## config.mk

```make
export PLATFORM = sky130hd
export DESIGN_NAME = reorder_buffer
export DESIGN_NICKNAME = d
export VERILOG_FILES = /design/src/rtl/reorder_buffer_pkg.sv /design/src/rtl/reorder_buffer.sv
export SDC_FILE = /design/constraint.sdc
export NUM_CORES = 2
export LEC_CHECK = 0
export ABC_AREA = 1
export CAP_MARGIN = 30
export CELL_PAD_IN_SITES_DETAIL_PLACEMENT = 0
export CELL_PAD_IN_SITES_GLOBAL_PLACEMENT = 1
export CORE_ASPECT_RATIO = 1.5
export CORE_MARGIN = 2
export CORE_UTILIZATION = 35
export DETAILED_ROUTE_END_ITERATION = 10
export PLACE_DENSITY_LB_ADDON = 0.1
export SLEW_MARGIN = 10
export SYNTH_ARGS = -nofsm -noshare
export SYNTH_HDL_FRONTEND = slang
export SYNTH_SLANG_ARGS = --single-unit
```

## constraint.sdc

```tcl
create_clock -name clk -period 10.36 [get_ports clk]
set_input_delay 1.036 -clock clk [delete_from_list [all_inputs] [get_ports clk]]
set_output_delay 1.036 -clock clk [all_outputs]
set_load 0.01 [all_outputs]
```

## src/rtl/reorder_buffer_pkg.sv

```systemverilog
// Shared types for the reorder buffer and the commit stage around it.
//   MemoryWord    : one 32-bit data word
//   control_bits  : per-instruction control flags carried through retirement
//   rob_entry     : one in-flight instruction held by the reorder buffer
//   ROB_SIZE_DEFAULT : default number of reorder buffer entries
package reorder_buffer_pkg;

  localparam int ROB_SIZE_DEFAULT = 16;

  typedef logic [31:0] MemoryWord;

  typedef struct packed {
    logic regwr;
    logic flush;
    logic memwr;
    logic memrd;
  } control_bits;

  typedef struct packed {
    MemoryWord   pc;
    logic [4:0]  dest;
    MemoryWord   value;
    logic        ready;
    control_bits ctrl_bits;
  } rob_entry;

endpackage

```

## src/rtl/reorder_buffer.sv

```systemverilog
// Circular reorder buffer between dispatch and architectural retirement.
// Dispatch allocates entries at the tail, the commit stage reads and rewrites
// entries by tag, and ready entries retire in program order from the head.
// Retiring an entry flagged for flush empties the buffer and pulses flush.
// Ports:
//   clk, reset                synchronous active-high reset
//   alloc_valid, alloc_entry  dispatch request and initial entry contents
//   alloc_tag                 tag granted to a request (0 when full)
//   full, empty, count        occupancy, combinational from registered count
//   rd_tag, rd_entry          combinational lookup for the commit stage
//   wb_tag, wb_entry          updated entry returned by the commit stage
//   retire_*                  registered retirement record, one cycle per event
//   flush                     registered one-cycle pulse after a flush retire
module reorder_buffer
  import reorder_buffer_pkg::*;
#(
  parameter int ROB_SIZE = ROB_SIZE_DEFAULT
) (
  input  logic                          clk,
  input  logic                          reset,
  input  logic                          alloc_valid,
  input  rob_entry                      alloc_entry,
  output logic [31:0]                   alloc_tag,
  output logic                          full,
  output logic                          empty,
  output logic [$clog2(ROB_SIZE+1)-1:0] count,
  input  logic [31:0]                   rd_tag,
  output rob_entry                      rd_entry,
  input  logic [31:0]                   wb_tag,
  input  rob_entry                      wb_entry,
  output logic                          retire_valid,
  output logic [31:0]                   retire_tag,
  output logic [4:0]                    retire_dest,
  output MemoryWord                     retire_value,
  output logic                          retire_regwr,
  output logic                          flush
);

  localparam int IDX_W = $clog2(ROB_SIZE);
  localparam int CNT_W = $clog2(ROB_SIZE+1);

  rob_entry             slots [ROB_SIZE];
  logic [ROB_SIZE-1:0]  valid;
  logic [IDX_W-1:0]     head;
  logic [IDX_W-1:0]     tail;
  logic [CNT_W-1:0]     count_q;

  logic                 do_alloc;
  logic                 do_retire;
  logic                 do_flush;
  logic                 wb_hit;
  logic [IDX_W-1:0]     wb_idx;
  logic [IDX_W-1:0]     rd_idx;
  rob_entry             alloc_slot;
  rob_entry             head_entry;

  // Occupancy, grants and the commit-stage lookup all come from registered
  // state only, so same-cycle requests never see their own effect.
  always_comb begin
    count      = count_q;
    full       = (count_q == CNT_W'(ROB_SIZE));
    empty      = (count_q == '0);
    alloc_tag  = full ? 32'd0 : 32'(tail) + 32'd1;

    head_entry = slots[head];
    do_alloc   = alloc_valid && !full;
    do_retire  = valid[head] && head_entry.ready;
    do_flush   = do_retire && head_entry.ctrl_bits.flush;

    // Tags are index+1, so tag 0 and anything past ROB_SIZE never hit a slot.
    wb_idx     = IDX_W'(wb_tag - 32'd1);
    wb_hit     = (wb_tag != 32'd0) && (wb_tag <= 32'(ROB_SIZE)) && valid[wb_idx];

    rd_idx     = IDX_W'(rd_tag - 32'd1);
    rd_entry   = '0;
    if ((rd_tag != 32'd0) && (rd_tag <= 32'(ROB_SIZE)) && valid[rd_idx]) begin
      rd_entry = slots[rd_idx];
    end

    // A freshly dispatched entry always starts not-ready with no result.
    alloc_slot       = alloc_entry;
    alloc_slot.ready = 1'b0;
    alloc_slot.value = '0;
  end

  // Slot storage, pointers and the retirement record. A flushing retire wins
  // over any allocate or writeback arriving in the same cycle.
  always_ff @(posedge clk) begin
    if (reset) begin
      valid        <= '0;
      head         <= '0;
      tail         <= '0;
      count_q      <= '0;
      retire_valid <= 1'b0;
      retire_tag   <= '0;
      retire_dest  <= '0;
      retire_value <= '0;
      retire_regwr <= 1'b0;
      flush        <= 1'b0;
    end else begin
      retire_valid <= do_retire;
      flush        <= do_flush;
      if (do_retire) begin
        retire_tag   <= 32'(head) + 32'd1;
        retire_dest  <= head_entry.dest;
        retire_value <= head_entry.value;
        retire_regwr <= head_entry.ctrl_bits.regwr;
      end else begin
        retire_tag   <= '0;
        retire_dest  <= '0;
        retire_value <= '0;
        retire_regwr <= 1'b0;
      end

      if (do_flush) begin
        valid   <= '0;
        head    <= '0;
        tail    <= '0;
        count_q <= '0;
      end else begin
        if (wb_hit) begin
          slots[wb_idx] <= wb_entry;
        end
        // The tail slot is never valid when an allocate is granted, so it
        // cannot collide with a writeback or with the retiring head.
        if (do_alloc) begin
          slots[tail] <= alloc_slot;
          valid[tail] <= 1'b1;
          tail        <= tail + IDX_W'(1);
        end
        if (do_retire) begin
          valid[head] <= 1'b0;
          head        <= head + IDX_W'(1);
        end
        case ({do_alloc, do_retire})
          2'b10:   count_q <= count_q + CNT_W'(1);
          2'b01:   count_q <= count_q - CNT_W'(1);
          default: count_q <= count_q;
        endcase
      end
    end
  end

endmodule

```

**Word-level counts from Yosys, hierarchy flattened**

Memories as Yosys holds them, arrays and structs flattened. A register that Yosys moved wholly into a read port is not among the register bits.
Index checks and enable logic that the tools add are counted.

- Register bits after elaboration: 101
- Bits in latches: 0
- Memory bits (writable): 1184
- Bits in read-only memories: 0
- Input port bits: 215
- Word-level logic and storage cells: 77
- Memories: 1

- Add/subtract/negate cells: 8
- Multiply operators: 0
- Div/mod/pow operators: 0
- $lt $le $gt $ge: 8
- Equality and inequality tests: 3
- Shift operators: 0
- Muxes and demuxes: 27
- Bitwise gates (word level): 4
- Reductions and logical operators: 16

Memory list:

| name | words | width | rd ports | clocked after memory_dff | wr ports | line | RTL |
|---|---|---|---|---|---|---|---|
| slots | 16 | 74 | 2 | 1 | 2 | reorder_buffer.sv:42 | `rob_entry slots [ROB_SIZE];` |

Operators by type and width:

| cell | number |
|---|---|
| 74-bit 2-to-1 mux | 1 |
| 32-bit by 5-bit <= comparator with 1-bit output (second input constant) | 2 |
| 16-bit 2-to-1 mux | 4 |
| 32-bit nonzero test | 2 |
| 4-bit by 5-bit < comparator with 1-bit output (second input constant) | 4 |
| 16-bit AND | 1 |
| 16-bit inverter | 1 |
| 16-bit OR | 1 |
| 1-bit 2-to-1 mux | 13 |
| 1-bit binary-select mux with 4-bit select | 3 |
| 4-bit by 1-bit adder with 5-bit output (second input constant) | 2 |
| 5-bit case mux with 2 select lines | 1 |
| 1-bit logical AND | 9 |
| 4-bit by 1-bit adder with 4-bit output (second input constant) | 2 |
| 1-bit demux with 4-bit select | 2 |
| 4-bit by 1-bit greater-or-equal comparator with 1-bit output (second input constant) | 2 |
| 4-bit 2-to-1 mux | 2 |
| 4-bit by 1-bit subtractor with 4-bit output (second input constant) | 2 |
| 5-bit by 1-bit adder with 5-bit output (second input constant) | 1 |
| 5-bit equality test (second input constant) | 1 |
| 5-bit logical NOT | 1 |
| 5-bit 2-to-1 mux | 1 |
| 5-bit by 1-bit subtractor with 5-bit output (second input constant) | 1 |
| 2-bit OR reduction | 2 |
| 5 further kinds | 5 |

**Depth between registers and ports, before layout**

- Word-level depth: 10
- Mapped depth: 18
- Depth with buffers taken out: 18

**Worst setup path after synthesis**

Ideal clock, no wire load.

- Path type: input to output
- Start point: input rd_tag[0]
- End point: output rd_entry[72] in the netlist's numbering
- Arrival: 3928 ps
- Slack: 5396 ps
- Stages: 14
- Buffers on the path: 7
- Path through: clkbuf_1 inv_1 clkbuf_1 clkbuf_1 clkbuf_1 ha_1 inv_1 clkbuf_1 clkbuf_1 clkbuf_1 o21ai_0 o221ai_1 o211ai_1 a21oi_1

RTL lines:

| element | line | RTL |
|---|---|---|
| start, declared | reorder_buffer.sv:27 | `input logic [31:0] rd_tag,` |
| end, declared | reorder_buffer.sv:28 | `output rob_entry rd_entry,` |

==> summary.log <==
qor: outcome.status finished, final reports clean
qor: global_routing.grt_max_degree 195
qor: timing.slew_worst_pin 1.20 ns
qor: route.ant_nets 0
qor: layout.areaGrowthSynthToFinish 12.6%
qor: power.worst_ir_drop_vdd 0.000103 V
qor: power.power.net_switching 3.44 mW
qor: setup_path.worstRegToRegCells 13
qor: floorplanning.floorplan.die_area 209000 sq um
qor: floorplanning.core-area 204000 sq um
qor: global_routing.track_usage 32.6%
qor: setup_path.crit_chain buf_8 > inv_8 > ha_4 > buf_4 > buf_4 > buf_4 > o21ai_0 > o221ai_1 > o211ai_1 > a21oi_1 > clkdlybuf4s50_1
qor: timing.finalCriticalPeriod 7.90 ns
qor: flow_run.cap_violations 0
qor: timing.rsz_0062_raised_after_global_routing no
qor: setup_path.r2r_setup_slack 4.26 ns
qor: global_routing.wire_length_of_the_first_global_routing_pass 497 mm
qor: route.route.final.wire_length 352 mm
qor: timing.setup-tns-final 0 ns
qor: yosys.synth_edf_count 656
qor: route.dr.pass1.iters 6
qor: global_routing.first_global_vias 67900
qor: setup_path.endpoint_kind output pin
qor: power.pwr_density_cell 153 nW/um^2
qor: timing.finalCritPeriodShare 76.3%
qor: yosys.ys_ff_latch 1262
qor: layout.layout_cell_share_with_drive_strength_beyond_1 4.56%
qor: floorplanning.num_io_pins 400
qor: clock_network.clock_sink_count 1262
qor: clock_network.cts_htree_levels 4
qor: layout.final_non_filler_cells 12600
qor: yosys.ys_seq_area_share 44.3%
qor: setup_path.worst-endpoint-required 9.32 ns
qor: setup_path.critical_path_depth 11
qor: power.power.share.sequential 44.4%
qor: timing.hold_viol_final 0
qor: clock_network.numCtsBuffers 152
qor: yosys.synthesis.area 71800 sq um
qor: setup_path.start_kind primary input
qor: route.routedWlPerCell 27.9 um
qor: route.dr_total_vias 72200
qor: setup_path.worstPathMaxFanout 88
qor: clock_network.clock_tree.root_cell sky130_fd_sc_hd__clkbuf_16
qor: setup_path.cp_slowest_stage_delay 0.84 ns
qor: clock_network.ctsLongestPathBuffers 4
qor: setup_path.path_class primary input to output pin
qor: min_path.timing.hold.worst_path_depth 2
qor: route.detail_route.drc_violations 0
qor: power.pwr-share-comb 12.1%
qor: power.static_leakage_power 36.2 nW
qor: clock_network.post_cts_hold_fix_bufs 0
qor: clock_network.clk_transition_reported_paths 0.06 ns
qor: clock_network.post_cts_resized 0
qor: route.drtIter0Drc 8109
qor: min_path.worst_hold_path_class flip-flop to flip-flop
qor: timing.maxClockFrequency 127 MHz
qor: timing.slew_headroom 19.7%
qor: power.intPower 8.90 mW
qor: clock_network.post-cts-setup-buffers 0
qor: floorplanning.initial_core_util 35.2%
qor: global_routing.grt-ovfl-total 0
qor: clock_network.tritoncts yes
qor: timing.finalSetupViolCount 0
qor: timing.skew 0.0432 ns
qor: setup_path.worst-path-buf-inv 6
qor: global_routing.initial_antenna_violation_count 51
qor: floorplanning.die_w 374 um
qor: floorplanning.core.rowCount 203
qor: clock_network.clock_insertion_delay_worst_skew 0.85 ns
qor: layout.post_layout_net_count 10000
qor: placed_design.dp.final_hpwl 185 mm
qor: setup_path.critical-path-top-delay-family buffers and inverters
qor: yosys.synthesis.yosys.warnings 0
qor: layout.fill_cells 21000
qor: yosys.syn_area_per_cell 7.01 sq um
qor: power.p_sw_share 27.9%
qor: setup_path.cpMaxStageDelayCell sky130_fd_sc_hd__ha_4
qor: route.vias_per_cell 5.73
qor: floorplanning.dieHeight 559 um
qor: yosys.ys_types 39
qor: yosys.syn-instance-count 10200
qor: placed_design.post-place-cells 12300
qor: power.share_clk_of_total_power 43.5%
qor: setup_path.arrival 6.87 ns
qor: placed_design.buffer_ports.inserted 312
qor: placed_design.gp_routability_congestion 0.835
qor: yosys.asyncSetResetFlopFracSynth 0%
qor: yosys.synthFlopType sky130_fd_sc_hd__edfxtp_1
qor: timing.slew_violations 0
qor: setup_path.cp_common_cell sky130_fd_sc_hd__buf_4
## cell families after synthesis
kind of cell | Yosys count | share of synthesized area [%]
AOI/OAI and AO/OA | 2357 | 17.3
adders and majority gates | 19 | 0.342
xor gates and xnor gates | 11 | 0.134
and+or+nand+nor | 4822 | 27.7
other | 1 | 0.00522
buffers and inverters | 1766 | 10.2
DFF | 1262 | 44.3
## worst paths after layout
path	start	to
min	valid[15]	valid[15]
max reg2reg	flip-flop	slots[2][12]
min reg2reg	valid[15]	valid[15]
max	rd_tag[0]	rd_entry[72]
## cells in the mapped netlist (18+ instances only)
library cell | n | share of area, %
sky130_fd_sc_hd__inv_1 | 637 | 3.3
sky130_fd_sc_hd__edfxtp_1 | 656 | 27
sky130_fd_sc_hd__clkbuf_1 | 703 | 3.7
sky130_fd_sc_hd__ha_1 | 18 | 0.31
sky130_fd_sc_hd__o311ai_0 | 39 | 0.48
sky130_fd_sc_hd__a31oi_1 | 35 | 0.30
sky130_fd_sc_hd__buf_1 | 121 | 0.63
sky130_fd_sc_hd__buf_2 | 191 | 1.3
sky130_fd_sc_hd__o21ai_0 | 1051 | 7.3
sky130_fd_sc_hd__nand2_1 | 2370 | 12
sky130_fd_sc_hd__o21ai_1 | 242 | 1.7
sky130_fd_sc_hd__a22oi_1 | 35 | 0.37
sky130_fd_sc_hd__a221oi_1 | 68 | 0.83
sky130_fd_sc_hd__a21oi_1 | 845 | 5.9
sky130_fd_sc_hd__buf_4 | 102 | 1.1
sky130_fd_sc_hd__nand3_1 | 1143 | 8.0
sky130_fd_sc_hd__dfxtp_1 | 606 | 17
sky130_fd_sc_hd__nor3_1 | 45 | 0.31
sky130_fd_sc_hd__nor2_1 | 1224 | 6.4
## flip-flops by register name, indices dropped and copies added, names as in the netlist, named ones only
signal and count:
slots 1184, retire_valid 1, retire_regwr 1, tail 4
head 4, retire_tag 5, valid 16, retire_value 32
count 5, retire_dest 5, flush 1
## stage by stage
step           cell area (sq um)  power [mW]  hold WS [ns]  setup WS (ns)  utilization (%)
4_1_cts                    80600        12.4         0.490           2.55             39.5
2_1_floorplan              72000        6.55         0.456           5.40                -
3_5_place_dp               75800        7.06         0.480           2.55             37.2
5_1_grt                    80800        12.7         0.531           2.42             39.6
3_3_place_gp               75300        7.03         0.487           2.28             36.9
6_report                   80800        12.3         0.490           2.46             39.6
## per-layer routing
layer | wire length [um] | GRT usage [%] | share of wire [%]
met5 | 272 | 0 | 0.077
met4 | 20500 | 17.7 | 5.8
met3 | 28000 | 5.52 | 8.0
met2 | 169000 | 56.3 | 48
met1 | 134000 | 38.6 | 38
## area by class of cell
| type | count | area, sq um | area share (%) |
|---|---|---|---|
| Antenna cell | 23 | 57.6 | 0.0712 |
| Clock inverter | 32 | 253 | 0.313 |
| Timing Repair Buffer | 477 | 5100 | 6.31 |
| Tap cell | 2665 | 3330 | 4.12 |
| Multi-Input combinational cell | 7263 | 33300 | 41.2 |
| Inverter | 644 | 2470 | 3.05 |
| Sequential cell | 1262 | 31800 | 39.4 |
| Clock buffer | 233 | 4480 | 5.54 |
## worst reg2reg max path, cell delays in order (launching register included)
cell	delay [ns]
sky130_fd_sc_hd__dfxtp_4	0.89
sky130_fd_sc_hd__buf_4	0.91
sky130_fd_sc_hd__inv_4	0.20
sky130_fd_sc_hd__nand3_1	0.15
sky130_fd_sc_hd__nand3_1	0.08
sky130_fd_sc_hd__nand2_1	0.37
sky130_fd_sc_hd__nand3_4	0.47
sky130_fd_sc_hd__buf_4	0.47
sky130_fd_sc_hd__nand4_4	0.53
sky130_fd_sc_hd__buf_4	0.82
sky130_fd_sc_hd__buf_4	0.80
sky130_fd_sc_hd__nand2_1	0.15
sky130_fd_sc_hd__nand2_1	0.10
sky130_fd_sc_hd__nor2_1	0.05
## cells in the final DEF, fill, tap and decap left out, drive strengths merged, types with 23 or more instances in the layout
cell / n
nor3: 45
diode: 23
inv: 645
clkbuf: 233
clkdlybuf4s50: 311
buf: 166
nor2: 1225
a22oi: 35
edfxtp: 656
nand2: 2371
dfxtp: 606
clkinv: 27
nand3: 1153
a221oi: 68
o311ai: 39
a31oi: 35
a21oi: 845
conb: 54
o21ai: 1293
## power by group through the flow
stage	sequential (mW)	combinational, mW	clock [mW]
2_1_floorplan	5.57	0.979	0
6_report	5.48	1.50	5.37
3_3_place_gp	5.58	1.45	0
5_1_grt	5.49	1.65	5.61
3_5_place_dp	5.58	1.47	0
4_1_cts	5.48	1.48	5.45
No activity file was read; power rests on OpenSTA's default activity.
